$ cat src/rtl/apuracao_votos.sv
// ---------------------------------------------------------------------------
// apuracao_votos: vote tally unit for the day phase of the werewolf game.
// It collects one vote per living player, then scans the tallies one player
// per cycle and reports the eliminated player, a tie, or "no elimination".
//
// Ports:
//   clock, reset       rising-edge clock; asynchronous active-low reset
//   iniciar            pulse: open a new round (only honoured in OCIOSO/RESULTADO)
//   vivos              alive mask, bit i-1 = player i; sampled on iniciar
//   voto_valido        strobe qualifying votante/voto
//   votante, voto      voter ID (1..N) and target ID (0 = skip, 1..N)
//   encerrar           force the end of collection
//   coletando          high while collecting votes
//   voto_aceito        pulse, the cycle after an accepted strobe
//   pronto             pulse on the first RESULTADO cycle
//   tem_eliminado      a unique player was eliminated
//   eliminado          eliminated ID (0 when none)
//   empate             tie at the top player count
//   votos_pular        final skip count
//   db_estado          state code (0 OCIOSO, 1 COLETA, 2 APURA, 3 RESULTADO)
// ---------------------------------------------------------------------------
module apuracao_votos #(
    parameter int unsigned N_JOGADORES = 5,
    parameter int unsigned ID_W        = 3,
    parameter int unsigned CNT_W       = 3
) (
    input  logic                   clock,
    input  logic                   reset,
    input  logic                   iniciar,
    input  logic [N_JOGADORES-1:0] vivos,
    input  logic                   voto_valido,
    input  logic [ID_W-1:0]        votante,
    input  logic [ID_W-1:0]        voto,
    input  logic                   encerrar,
    output logic                   coletando,
    output logic                   voto_aceito,
    output logic                   pronto,
    output logic                   tem_eliminado,
    output logic [ID_W-1:0]        eliminado,
    output logic                   empate,
    output logic [CNT_W-1:0]       votos_pular,
    output logic [1:0]             db_estado
);

    localparam int N = N_JOGADORES;

    typedef enum logic [1:0] {
        OCIOSO    = 2'd0,
        COLETA    = 2'd1,
        APURA     = 2'd2,
        RESULTADO = 2'd3
    } estado_t;

    estado_t          r_estado;
    logic [N-1:0]     r_vivos;
    logic [N-1:0]     r_ja_votou;
    logic [CNT_W-1:0] r_tally [0:N];  // index 0 holds the skip votes
    logic [ID_W-1:0]  r_k;            // candidate being scanned in APURA
    logic [CNT_W-1:0] r_max;
    logic [ID_W-1:0]  r_arg;
    logic             r_tie;
    logic             r_voto_aceito;
    logic             r_pronto;
    logic             r_tem_eliminado;
    logic [ID_W-1:0]  r_eliminado;
    logic             r_empate;
    logic [CNT_W-1:0] r_votos_pular;

    logic [N-1:0]     w_votante_oh;
    logic             w_voto_ok;
    logic             w_aceita;
    logic [N-1:0]     w_ja_votou_nx;
    logic [CNT_W-1:0] w_tally_k;
    logic [CNT_W-1:0] w_max_nx;
    logic [ID_W-1:0]  w_arg_nx;
    logic             w_tie_nx;
    logic             w_elim_ok;

    // Vote validation. Out-of-range IDs simply never match a player, so they
    // leave the one-hot empty and the strobe is dropped.
    always_comb begin
        w_votante_oh = '0;
        w_voto_ok    = (voto == '0);
        for (int i = 1; i <= N; i++) begin
            if (votante == ID_W'(i)) begin
                w_votante_oh[i-1] = 1'b1;
            end
            if (voto == ID_W'(i) && r_vivos[i-1]) begin
                w_voto_ok = 1'b1;
            end
        end
        w_aceita = (r_estado == COLETA) && voto_valido && w_voto_ok &&
                   (|(w_votante_oh & r_vivos & ~r_ja_votou));
        w_ja_votou_nx = r_ja_votou | (w_aceita ? w_votante_oh : '0);
    end

    // One step of the running max / argmax / tie scan.
    always_comb begin
        w_tally_k = '0;
        for (int i = 1; i <= N; i++) begin
            if (r_k == ID_W'(i)) begin
                w_tally_k = r_tally[i];
            end
        end
        w_max_nx = r_max;
        w_arg_nx = r_arg;
        w_tie_nx = r_tie;
        if (w_tally_k > r_max) begin
            w_max_nx = w_tally_k;
            w_arg_nx = r_k;
            w_tie_nx = 1'b0;
        end else if (w_tally_k == r_max && r_max != '0) begin
            w_tie_nx = 1'b1;
        end
        // A top count equal to the skip count does not eliminate anyone.
        w_elim_ok = (w_max_nx != '0) && !w_tie_nx && (w_max_nx > r_tally[0]);
    end

    always_ff @(posedge clock or negedge reset) begin
        if (!reset) begin
            r_estado        <= OCIOSO;
            r_vivos         <= '0;
            r_ja_votou      <= '0;
            for (int i = 0; i <= N; i++) begin
                r_tally[i] <= '0;
            end
            r_k             <= '0;
            r_max           <= '0;
            r_arg           <= '0;
            r_tie           <= 1'b0;
            r_voto_aceito   <= 1'b0;
            r_pronto        <= 1'b0;
            r_tem_eliminado <= 1'b0;
            r_eliminado     <= '0;
            r_empate        <= 1'b0;
            r_votos_pular   <= '0;
        end else begin
            r_voto_aceito <= w_aceita;
            r_pronto      <= 1'b0;
            case (r_estado)
                OCIOSO, RESULTADO: begin
                    if (iniciar) begin
                        r_vivos         <= vivos;
                        r_ja_votou      <= '0;
                        for (int i = 0; i <= N; i++) begin
                            r_tally[i] <= '0;
                        end
                        r_k             <= ID_W'(1);
                        r_max           <= '0;
                        r_arg           <= '0;
                        r_tie           <= 1'b0;
                        r_tem_eliminado <= 1'b0;
                        r_eliminado     <= '0;
                        r_empate        <= 1'b0;
                        r_votos_pular   <= '0;
                        r_estado        <= COLETA;
                    end
                end
                COLETA: begin
                    for (int i = 0; i <= N; i++) begin
                        if (w_aceita && voto == ID_W'(i)) begin
                            r_tally[i] <= r_tally[i] + CNT_W'(1);
                        end
                    end
                    r_ja_votou <= w_ja_votou_nx;
                    // An empty alive mask matches immediately and closes at once.
                    if (w_ja_votou_nx == r_vivos || encerrar) begin
                        r_estado <= APURA;
                    end
                end
                APURA: begin
                    r_max <= w_max_nx;
                    r_arg <= w_arg_nx;
                    r_tie <= w_tie_nx;
                    r_k   <= r_k + ID_W'(1);
                    if (r_k == ID_W'(N)) begin
                        r_tem_eliminado <= w_elim_ok;
                        r_eliminado     <= w_elim_ok ? w_arg_nx : '0;
                        r_empate        <= w_tie_nx;
                        r_votos_pular   <= r_tally[0];
                        r_pronto        <= 1'b1;
                        r_estado        <= RESULTADO;
                    end
                end
                default: r_estado <= OCIOSO;
            endcase
        end
    end

    assign coletando     = (r_estado == COLETA);
    assign voto_aceito   = r_voto_aceito;
    assign pronto        = r_pronto;
    assign tem_eliminado = r_tem_eliminado;
    assign eliminado     = r_eliminado;
    assign empate        = r_empate;
    assign votos_pular   = r_votos_pular;
    assign db_estado     = r_estado;

endmodule

$ cat config.mk
export PLATFORM = sky130hd
export DESIGN_NAME = apuracao_votos
export DESIGN_NICKNAME = d
export VERILOG_FILES = /design/src/rtl/apuracao_votos.sv
export SDC_FILE = /design/constraint.sdc
export NUM_CORES = 1
export LEC_CHECK = 0
export ABC_AREA = 1
export CORE_UTILIZATION = 52
export DETAILED_ROUTE_END_ITERATION = 10
export PLACE_DENSITY_LB_ADDON = 0.05
export SLEW_MARGIN = 10
export SYNTH_ARGS = -nofsm -noshare
export SYNTH_HDL_FRONTEND = slang
export SYNTH_SLANG_ARGS = --single-unit
export TNS_END_PERCENT = 50
$ cat constraint.sdc
create_clock -name clock -period 2.8 [get_ports clock]
set_input_delay 0.84 -clock clock [delete_from_list [all_inputs] [get_ports clock]]
set_output_delay 0.84 -clock clock [all_outputs]
set_load 0.02 [all_outputs]
==> metrics.yaml <==
viasPerCell: 5.166
cts_sinks: 50
slowest_delay_ns: 0.41
synth_most_common_cell: "nand2_1"
die_h_um: 77.18
cts_tree: "yes"
placementRows: 27
tightest_slew_ns: 0.6400
path_cells: "inv_2, ha_4, inv_2, nor2_4, nand2_2, a21oi_2, o21ai_1, a31oi_2, ha_4, a21oi_2, o21ai_2, nand2_2, inv_2, nand2_1, o21a_1, inv_2, ha_4, nand2_2, o21ai_2, nand4_1, inv_2, nand3_1, nand2_1"
vias: 2645
numPortBuffers: 28
wl_per_cell_um: 13.55
drtIter0Drc: 125
ys_top_cells_by_count: "nand2_1 (76), inv_1 (55), dfrtp_1 (50), nand3_1 (35), o21ai_0 (32)"
slew_headroom_pct: 57.33
violations: "setup timing"
setup_viol: 4
status: "complete, but fails checks"
first_pass_iters: 4
synthDistinctLibCells: 32
die_w_um: 77.18
design.die.area_mm2: 0.005957
leakagePower_nw: 1.816
postCtsHoldBufs: 0
post-route-cell-area_mm2: 0.003787
grt_antenna_before_repair: 0
postLayoutCoreUtil_pct: 69.20
nNetsFinal: 476
grt_pass1_vias: 2626
cts.root.buffer_cell: "clkbuf_8"
min_path_type: "reg -> reg"
dpl.hpwl_um: 4898
worstSetupEndpointType: "register"
syn_area_per_cell_um2: 7.734
setup_ws_ns: -0.2583
grt_overflow: 0
grt_use_total_pct: 25.27
rsz0062_at_grt: "yes"
io_pins: 29
multiInputGateArea_mm2: 0.001608
synth_top_area_share_pct: 42.57
reg2regPathDepth: 23
hold_path_depth: 1
syn_nets: 416
slew_violations: 0
cpMostUsedCell: "inv_2"
postRouteWirelength_um: 6937
clkTransAtPathRegs_ns: 0.09
critPathRequiredTime_ns: 3.05
fmax_mhz: 327.0
synth_seq_cells: 50
power.density_mw_per_mm2: 1303
ys_seq_area_share_pct: 42.57
regArea_mm2: 0.001251
path_buf_inv: 5
synth_edf_count: 0
yosys_warnings: 0
drc_errors: 0
drive_above_1_share_pct: 20.68
ant_nets: 0
fin_crit_sh_pct: 109.2
h-tree-depth: 2
critPathSlowestCell: "dfrtp_1"
arrival_ns: 3.31
min_period_ns: 3.058
synth-async-reset-ratio_pct: 100.0
core_area_mm2: 0.005473
worst_path_dominant_cell_family: "compound AO/OA/AOI/OAI gates"
start_util_pct: 53.70
clock_latency_ns: 0.30
max-cap-violations: 0
place_congestion: 0.8870
crit_path_start_kind: "register"
worst-setup-path-type: "reg -> reg"
synth_cells: 380
synth_largest_area_cell: "dfrtp_1"
syn2layout_area_growth_pct: 28.86
vdd_ir_drop_max_mv: 0.8788
grt_pass1_wl_um: 11920
grt_start_max_net_pins: 51
finalHoldViolations: 0
path_max_fanout: 4
worst-path-stages: 23
dpl_cell_area_mm2: 0.003457
synth_ff_type: "dfrtp_1"
ys_top_cells_by_area: "dfrtp_1 (43%), nand2_1 (9.7%), ha_1 (8.5%)"
num-fill-cells: 467
syn_area_mm2: 0.002939
antenna_cells: 0
cts_buffers: 5
clk_path_buf_depth: 2
clock_skew_ns: 0.007832
worst reg2reg max path: stages, from the launching register on:
cell and delay (ns):
dfrtp_1 0.41, inv_2 0.11, ha_4 0.14, inv_2 0.04, nor2_4 0.10, nand2_2 0.07
a21oi_2 0.11, o21ai_1 0.07, a31oi_2 0.26, ha_4 0.25, a21oi_2 0.14, o21ai_2 0.10
nand2_2 0.09, inv_2 0.05, nand2_1 0.06, o21a_1 0.16, inv_2 0.06, ha_4 0.27
nand2_2 0.05, o21ai_2 0.10, nand4_1 0.11, inv_2 0.11, nand3_1 0.08, nand2_1 0.07
metrics by stage:
stage                     TNS (ns)  power (mW)  std cells  setup slack, ns  hold slack, ns
final                      -0.9796       4.937        512          -0.2583          0.4761
after global routing        -2.022       5.363        512          -0.4916          0.4980
after detailed placement    -1.231       3.774        495          -0.2867          0.4652
after global placement     -0.8165       3.716        495          -0.1923          0.4626
after CTS                  -0.6503       4.608        510          -0.1752          0.4765
after floorplan            -0.4199       2.821        380          -0.1151          0.4438
routing by layer:
layer / vias up / track usage, % / share of wire (%) / wire length, um
met5: - / 0 / 0 / 0
met4: 0 / 9.434 / 2.0 / 141
met3: 14 / 3.810 / 3.7 / 257
met2: 48 / 40.71 / 48 / 3318
met1: 1208 / 34.28 / 46 / 3220
li1: 1375 / - / - / -
sequential cells by signal, summed over array words and instances, names as in the netlist, 3 cells and up:
signal and flops:
eliminado 3, r_arg 3, r_ja_votou 5, r_k 3, r_max 3, r_tally 18
r_vivos 5, votos_pular 3
repair_timing:
action                     4_1_cts  5_1_grt
buffers inserted                 8        2
resized for setup               17       17
pin swaps                       12        6
setup endpoints to repair        4        9
path summary, 6_finish.rpt:
check                            from           end  slack (ns)
min in group asynchronous       reset    r_tally[9]        0.63
setup reg to reg               r_k[1]  eliminado[2]       -0.26
setup / recovery               r_k[1]  eliminado[2]       -0.26
hold reg to reg            r_tally[2]    r_tally[2]        0.48
hold / removal             r_tally[2]    r_tally[2]        0.48
max in group asynchronous       reset    r_vivos[2]        1.74
cell families (layout without fill, tap and decap cells):
| family | Yosys count | count (layout) | synth area share (%) |
|---|---|---|---|
| compound gates | 84 | 84 | 15.54 |
| buf+inv | 64 | 124 | 8.216 |
| xor+xnor | 4 | 4 | 1.192 |
| fa+ha+maj | 20 | 20 | 8.514 |
| simple gates | 158 | 158 | 23.97 |
| flops | 50 | 50 | 42.57 |
power by group:
group	switching (mW)	internal [mW]	leakage, nW
logic	1.89	1.41	1.10
registers	0.170	0.939	0.661
clock network	0.240	0.286	0.0573
total	2.31	2.63	1.82
layout make-up:
cell class | count | area share, %
timing repair buffer | 58 | 13.31
multi-input combinational | 266 | 42.45
clock inverter | 1 | 0.7929
inverter | 59 | 5.847
sequential | 50 | 33.04
tap | 72 | 2.379
clock buffer | 6 | 2.180
placed cells by master, fill, tap and decap left out, types with 5 or more instances in the layout:
master | synthesis | final
nand2_1 | 76 | 72
dfrtp_1 | 50 | 50
inv_1 | 55 | 48
nand3_1 | 35 | 34
buf_4 | 0 | 29
clkdlybuf4s50_1 | 0 | 27
nor2_1 | 26 | 25
o21ai_0 | 32 | 25
a21oi_1 | 25 | 19
o21ai_1 | 11 | 13
ha_1 | 20 | 12
inv_2 | 4 | 11
nand2_2 | 6 | 9
o21ai_2 | 2 | 7
a21oi_2 | 0 | 6
o22ai_1 | 6 | 6
ha_4 | 0 | 6
clkbuf_8 | 0 | 6
nand4_1 | 5 | 5
Note: power is estimated with default switching activity, not from simulation.
